$ cat config.mk
export PLATFORM = sky130hd
export DESIGN_NAME = locked_reg_access_ctrl
export DESIGN_NICKNAME = d
export VERILOG_FILES = /design/src/rtl/locked_reg_pkg.sv /design/src/rtl/locked_reg_viol_counter.sv /design/src/rtl/locked_reg_access_ctrl.sv
export SDC_FILE = /design/constraint.sdc
export NUM_CORES = 1
export LEC_CHECK = 0
export CORE_MARGIN = 2
export CORE_UTILIZATION = 35
export DETAILED_ROUTE_END_ITERATION = 7
export PLACE_DENSITY = 0.81
export SLEW_MARGIN = 20
export SYNTH_ARGS = -nofsm -noshare
export SYNTH_HDL_FRONTEND = slang
export SYNTH_SLANG_ARGS = --single-unit
$ cat constraint.sdc
create_clock -name Clk -period 2.9 [get_ports Clk]
set_clock_uncertainty 0.1 [all_clocks]
set_input_delay 0.87 -clock Clk [delete_from_list [all_inputs] [get_ports Clk]]
set_output_delay 0.87 -clock Clk [all_outputs]
set_load 0.05 [all_outputs]
$ cat src/rtl/locked_reg_pkg.sv
// Shared encodings and default sizing for the lockable register access controller.
package locked_reg_pkg;

  localparam int DEF_DATA_W   = 16;
  localparam int DEF_NUM_REGS = 4;
  localparam int DEF_ADDR_W   = 2;
  localparam int DEF_VIOL_W   = 8;

  typedef enum logic [1:0] {
    OP_WRITE = 2'b00,
    OP_LOCK  = 2'b01,
    OP_READ  = 2'b10,
    OP_RSVD  = 2'b11
  } op_e;

  typedef enum logic [1:0] {
    ST_OK     = 2'b00,
    ST_LOCKED = 2'b01,
    ST_BADCMD = 2'b10
  } status_e;

  typedef enum logic [1:0] {
    S_IDLE = 2'b00,
    S_EXEC = 2'b01,
    S_RESP = 2'b10
  } state_e;

endpackage

$ cat src/rtl/locked_reg_viol_counter.sv
// Saturating counter of refused writes; holds at all-ones once full.
module locked_reg_viol_counter #(
  parameter int VIOL_W = 8
) (
  input  logic              Clk,
  input  logic              resetn,
  input  logic              i_inc,
  output logic [VIOL_W-1:0] o_count
);

  logic [VIOL_W-1:0] r_count;

  always_ff @(posedge Clk or negedge resetn) begin
    if (!resetn) begin
      r_count <= '0;
    end else if (i_inc && (r_count != '1)) begin
      r_count <= r_count + VIOL_W'(1);
    end
  end

  assign o_count = r_count;

endmodule

$ cat src/rtl/locked_reg_access_ctrl.sv
// Host-side initiator for the lockable config register bank with shadow lock tracking.
// Optional macro LOCKED_REG_DEBUG_OVERRIDE_EN lets an authorised debug host write locked registers.
//
// state | meaning
// IDLE  | cmd_ready high, waiting for a command
// EXEC  | one-cycle strobe to the bank, response fields captured
// RESP  | rsp_valid high, held until rsp_ready
module locked_reg_access_ctrl
  import locked_reg_pkg::*;
#(
  parameter int DATA_W   = DEF_DATA_W,
  parameter int NUM_REGS = DEF_NUM_REGS,
  parameter int ADDR_W   = DEF_ADDR_W,
  parameter int VIOL_W   = DEF_VIOL_W
) (
  input  logic                       Clk,
  input  logic                       resetn,
  input  logic                       cmd_valid,
  output logic                       cmd_ready,
  input  logic [1:0]                 cmd_op,
  input  logic [ADDR_W-1:0]          cmd_addr,
  input  logic [DATA_W-1:0]          cmd_data,
  output logic                       rsp_valid,
  input  logic                       rsp_ready,
  output logic [1:0]                 rsp_status,
  output logic [DATA_W-1:0]          rsp_data,
  output logic [DATA_W-1:0]          reg_wdata,
  output logic [NUM_REGS-1:0]        reg_write,
  output logic [NUM_REGS-1:0]        reg_lock,
  input  logic [NUM_REGS*DATA_W-1:0] reg_rdata,
  input  logic                       scan_mode,
  input  logic                       debug_unlocked,
  output logic [NUM_REGS-1:0]        lock_shadow,
  output logic [VIOL_W-1:0]          viol_count
);

  state_e                r_state, w_next_state;
  logic [1:0]            r_op;
  logic [ADDR_W-1:0]     r_addr;
  logic [1:0]            r_pend_status;
  logic                  r_pend_viol;
  logic                  r_cmd_ready, r_rsp_valid;
  logic [1:0]            r_rsp_status;
  logic [DATA_W-1:0]     r_rsp_data, r_reg_wdata;
  logic [NUM_REGS-1:0]   r_reg_write, r_reg_lock, r_lock_shadow;

  logic                  w_accept, w_override, w_addr_ok, w_locked, w_viol_inc;
  logic                  w_cmd_ready_nxt, w_rsp_valid_nxt, w_viol_nxt;
  logic [1:0]            w_status_nxt;
  logic [NUM_REGS-1:0]   w_sel, w_write_nxt, w_lock_nxt;
  logic [DATA_W-1:0]     w_rd_slice;

`ifdef LOCKED_REG_DEBUG_OVERRIDE_EN
  assign w_override = debug_unlocked & ~scan_mode;
`else
  logic w_unused_dbg;
  assign w_override   = 1'b0;
  assign w_unused_dbg = debug_unlocked ^ scan_mode;
`endif

  assign w_accept = (r_state == S_IDLE) && cmd_valid;

  always_ff @(posedge Clk or negedge resetn) begin
    if (!resetn) r_state <= S_IDLE;
    else         r_state <= w_next_state;
  end

  always_comb begin
    w_next_state = r_state;
    case (r_state)
      S_IDLE:  if (cmd_valid) w_next_state = S_EXEC;
      S_EXEC:  w_next_state = S_RESP;
      S_RESP:  if (rsp_ready) w_next_state = S_IDLE;
      default: w_next_state = S_IDLE;
    endcase
  end

  always_comb begin
    w_cmd_ready_nxt = (w_next_state == S_IDLE);
    w_rsp_valid_nxt = (w_next_state == S_RESP);
  end

  // Decode happens on the accepting edge so the bank strobe lands in the EXEC cycle.
  always_comb begin
    w_sel = '0;
    for (int i = 0; i < NUM_REGS; i++) w_sel[i] = (cmd_addr == ADDR_W'(i));
    w_addr_ok    = |w_sel;
    w_locked     = |(w_sel & r_lock_shadow);
    w_write_nxt  = '0;
    w_lock_nxt   = '0;
    w_status_nxt = ST_OK;
    w_viol_nxt   = 1'b0;
    if (!w_addr_ok || (cmd_op == OP_RSVD)) begin
      w_status_nxt = ST_BADCMD;
    end else if (cmd_op == OP_WRITE) begin
      if (!w_locked || w_override) begin
        w_write_nxt = w_sel;
      end else begin
        w_status_nxt = ST_LOCKED;
        w_viol_nxt   = 1'b1;
      end
    end else if (cmd_op == OP_LOCK) begin
      w_lock_nxt = w_sel;
    end
  end

  always_comb begin
    w_rd_slice = '0;
    for (int i = 0; i < NUM_REGS; i++) begin
      if (r_addr == ADDR_W'(i)) w_rd_slice = reg_rdata[i*DATA_W +: DATA_W];
    end
  end

  always_ff @(posedge Clk or negedge resetn) begin
    if (!resetn) begin
      r_cmd_ready   <= 1'b1;
      r_rsp_valid   <= 1'b0;
      r_rsp_status  <= ST_OK;
      r_rsp_data    <= '0;
      r_reg_wdata   <= '0;
      r_reg_write   <= '0;
      r_reg_lock    <= '0;
      r_lock_shadow <= '0;
      r_op          <= OP_WRITE;
      r_addr        <= '0;
      r_pend_status <= ST_OK;
      r_pend_viol   <= 1'b0;
    end else begin
      r_cmd_ready   <= w_cmd_ready_nxt;
      r_rsp_valid   <= w_rsp_valid_nxt;
      r_reg_write   <= w_accept ? w_write_nxt : '0;
      r_reg_lock    <= w_accept ? w_lock_nxt  : '0;
      r_lock_shadow <= r_lock_shadow | r_reg_lock;
      if (w_accept) begin
        r_op          <= cmd_op;
        r_addr        <= cmd_addr;
        r_pend_status <= w_status_nxt;
        r_pend_viol   <= w_viol_nxt;
        if (|w_write_nxt) r_reg_wdata <= cmd_data;
      end
      if (r_state == S_EXEC) begin
        r_rsp_status <= r_pend_status;
        r_rsp_data   <= ((r_op == OP_READ) && (r_pend_status == ST_OK)) ? w_rd_slice : '0;
      end else if ((r_state == S_RESP) && rsp_ready) begin
        r_rsp_status <= ST_OK;
        r_rsp_data   <= '0;
      end
    end
  end

  assign w_viol_inc = (r_state == S_EXEC) && r_pend_viol;

  locked_reg_viol_counter #(.VIOL_W(VIOL_W)) u_viol_counter (
    .Clk     (Clk),
    .resetn  (resetn),
    .i_inc   (w_viol_inc),
    .o_count (viol_count)
  );

  assign cmd_ready   = r_cmd_ready;
  assign rsp_valid   = r_rsp_valid;
  assign rsp_status  = r_rsp_status;
  assign rsp_data    = r_rsp_data;
  assign reg_wdata   = r_reg_wdata;
  assign reg_write   = r_reg_write;
  assign reg_lock    = r_reg_lock;
  assign lock_shadow = r_lock_shadow;

endmodule

==> results.cfg <==
[setup_path]
critPathLaunchType = register
path_depth = 1
crit_type = reg2out
worstPathRequired_ps = 1930
worst_ep_arrival_time_ps = 1650
path_max_fanout = 7
ff2ff_setup_slack_ps = 990
path_buf_inv = 1
critPathMaxStageDelay_ps = 850
rr_worst_depth = 4
end_kind = output pin
cp_slowest_cell = clkdlybuf4s50_1
cp_cell_sequence = clkdlybuf4s50_1
critPathTopFamily = buffers and inverters

[cts]
cts_root_buf = clkbuf_8
cts_hold_buf = 0
clock_path_buffers = 2
cts_tree = done
post_cts_resized = 0
clk_pin_slew_worst_paths_ps = 70
worstSkewPairLatency_ps = 330
numClockSinks = 64
numCtsBuffers = 9
cts_htree_levels = 3
post_cts_buffers = 0

[sta]
finalHoldViolations = 0
max_slew_margin = 0.516
worst_slack_ps = 283
finalSetupViolCount = 0
worstMarginPinSlew_ps = 726
setup_tns_ps = 0
rsz0062_at_grt = no
finalCriticalPeriod_ps = 2620
finalCritPeriodShare = 0.902
slew_violations = 0
max_freq_mhz = 382

[global_route]
track_usage = 0.166
grt_max_degree = 65
grt_pass1_vias = 2351
grt_antenna_before_repair = 0
grt_pass1_wl_um = 11500
grt.overflow.total = 0

[yosys]
ys.warnings.count = 0
yosysSeqAreaShare = 0.554
synth_seq_cells = 64
syn_area_um2 = 2900
synthCells = 204
ys.flop_type = dfrtp_1
syn_nets = 295
synth_edf_count = 0
syn-mean-instance-area_um2 = 14.2
async_reset_ff_frac = 1.00
synth_cell_types = 37
yosysTopAreaCellShare = 0.545
yosys-top-cells-area = dfrtp_1 54%, mux4_2 13%, mux2_4 5.2%
yosys.area.top_type = dfrtp_1

[power_and_ir_drop]
p_switching_mw = 2.03
power_mw = 4.76
power.density_nw_per_um2 = 1020
p_seq_frac = 0.308
p_int_mw = 2.73
sw_frac_of_total = 0.427
p_comb_frac = 0.523
p_leak_nw = 1.97
peakVddDrop_mv = 0.425
pwr-share-clk = 0.169

[finish]
fin_cells = 465
nets = 446
area_growth_pct = 61.9
drive_gt1_frac = 0.192
layout_commonest_cell = clkdlybuf4s50_1
diodes = 0
mostFrequentLayoutCells = 142 x clkdlybuf4s50_1, 63 x dfrtp_1, 19 x nand2_1
fin_area_um2 = 4690

[placed_design]
dpl.cell_count = 449
dpl.hpwl_um = 5310
gp_congestion = 0.751
place.port_buffers = 143
dp_slack_ps = -50.0
dpl_cell_area_um2 = 4470

[drt]
vias_per_cell = 4.99
ant_nets = 0
drt_iter0_drc = 61
wl_um = 7290
wire_per_inst_um = 15.7
firstDrtPassIters = 5
drc = 0
vias = 2320

[outcome]
status = finished, final reports clean

[floorplan]
chipWidth_um = 95.0
core_area_um2 = 8130
rows = 33
dieArea_um2 = 9020
io_pins = 146
fp.dieH_um = 95.0
start_util = 0.356

[hold_path]
hp-class = reg2reg
holdPathStages = 1

[flow_run]
drv_cap = 0
## metal layers
layer / GRT usage / vias to the layer above / part of all wire
met4: 0.0507 / 0 / 0.0075
li1: - / 1061 / -
met5: 0 / - / 0
met3: 0.0487 / 6 / 0.065
met1: 0.209 / 1171 / 0.41
met2: 0.278 / 82 / 0.51
## metrics by stage
stage / hold slack [ps] / util
3_3_place_gp: 356 / 0.550
5_1_grt: 400 / 0.576
2_1_floorplan: 346 / -
6_report: 375 / 0.576
4_1_cts: 383 / 0.576
3_5_place_dp: 351 / 0.550
## power by group through the flow
stage | logic, mW | clock network (mW) | registers, mW
final | 2.49 | 0.804 | 1.46
after global routing | 2.62 | 0.876 | 1.51
after CTS | 2.52 | 0.831 | 1.47
after detailed placement | 2.52 | 0 | 1.47
after global placement | 2.48 | 0 | 1.46
after floorplan | 0.773 | 0 | 2.35
## Yosys cell counts, types with 5 or more instances
| cell type | count |
|---|---|
| a22o_1 | 17 |
| clkbuf_1 | 5 |
| dfrtp_1 | 63 |
| mux2_2 | 11 |
| mux2_4 | 10 |
| mux4_2 | 17 |
| nand2_1 | 19 |
| nand2b_1 | 5 |
| nor2_1 | 6 |
| nor3_1 | 5 |
## state kept, by name, summed over array words and instances (netlist names)
| name | count |
|---|---|
| reg_wdata | 16 |
| rsp_data | 16 |
| u_viol_counter.o_count | 8 |
| lock_shadow | 4 |
| reg_lock | 4 |
| reg_write | 4 |
| r_addr | 2 |
| r_op | 2 |
| r_pend_status | 2 |
| r_state | 2 |
| rsp_status | 2 |
| cmd_ready | 1 |
| rsp_valid | 1 |
## cell families after synthesis
logic type	Yosys count	share of synthesized area
buffers and inverters	15	0.0272
flip-flops	64	0.554
AND/OR/NAND/NOR	56	0.106
AO/OA/AOI/OAI	29	0.0791
adder cells (fa/ha/maj)	1	0.00432
XOR/XNOR	1	0.00303
multiplexers	38	0.227
## worst paths after layout
path / startpoint / end
worst min register to register: reg_lock[3] / lock_shadow[3]
min in group asynchronous: resetn / reg_wdata[12]
worst min-delay path: reg_lock[3] / lock_shadow[3]
max in group asynchronous: resetn / cmd_ready
worst max-delay path: u_viol_counter.o_count[2] / viol_count[2]
worst max register to register: lock_shadow[3] / reg_wdata[3]
## area by class of cell
type	count	area, um^2
inverters	5	18.8
clock inverters	4	51.3
well taps	105	131
clock buffers	12	165
flip-flops and latches	64	1600
fillers	670	3450
multi-input cells	125	1210
repair buffers	150	1500
Note: power is estimated with default switching activity, not from simulation.
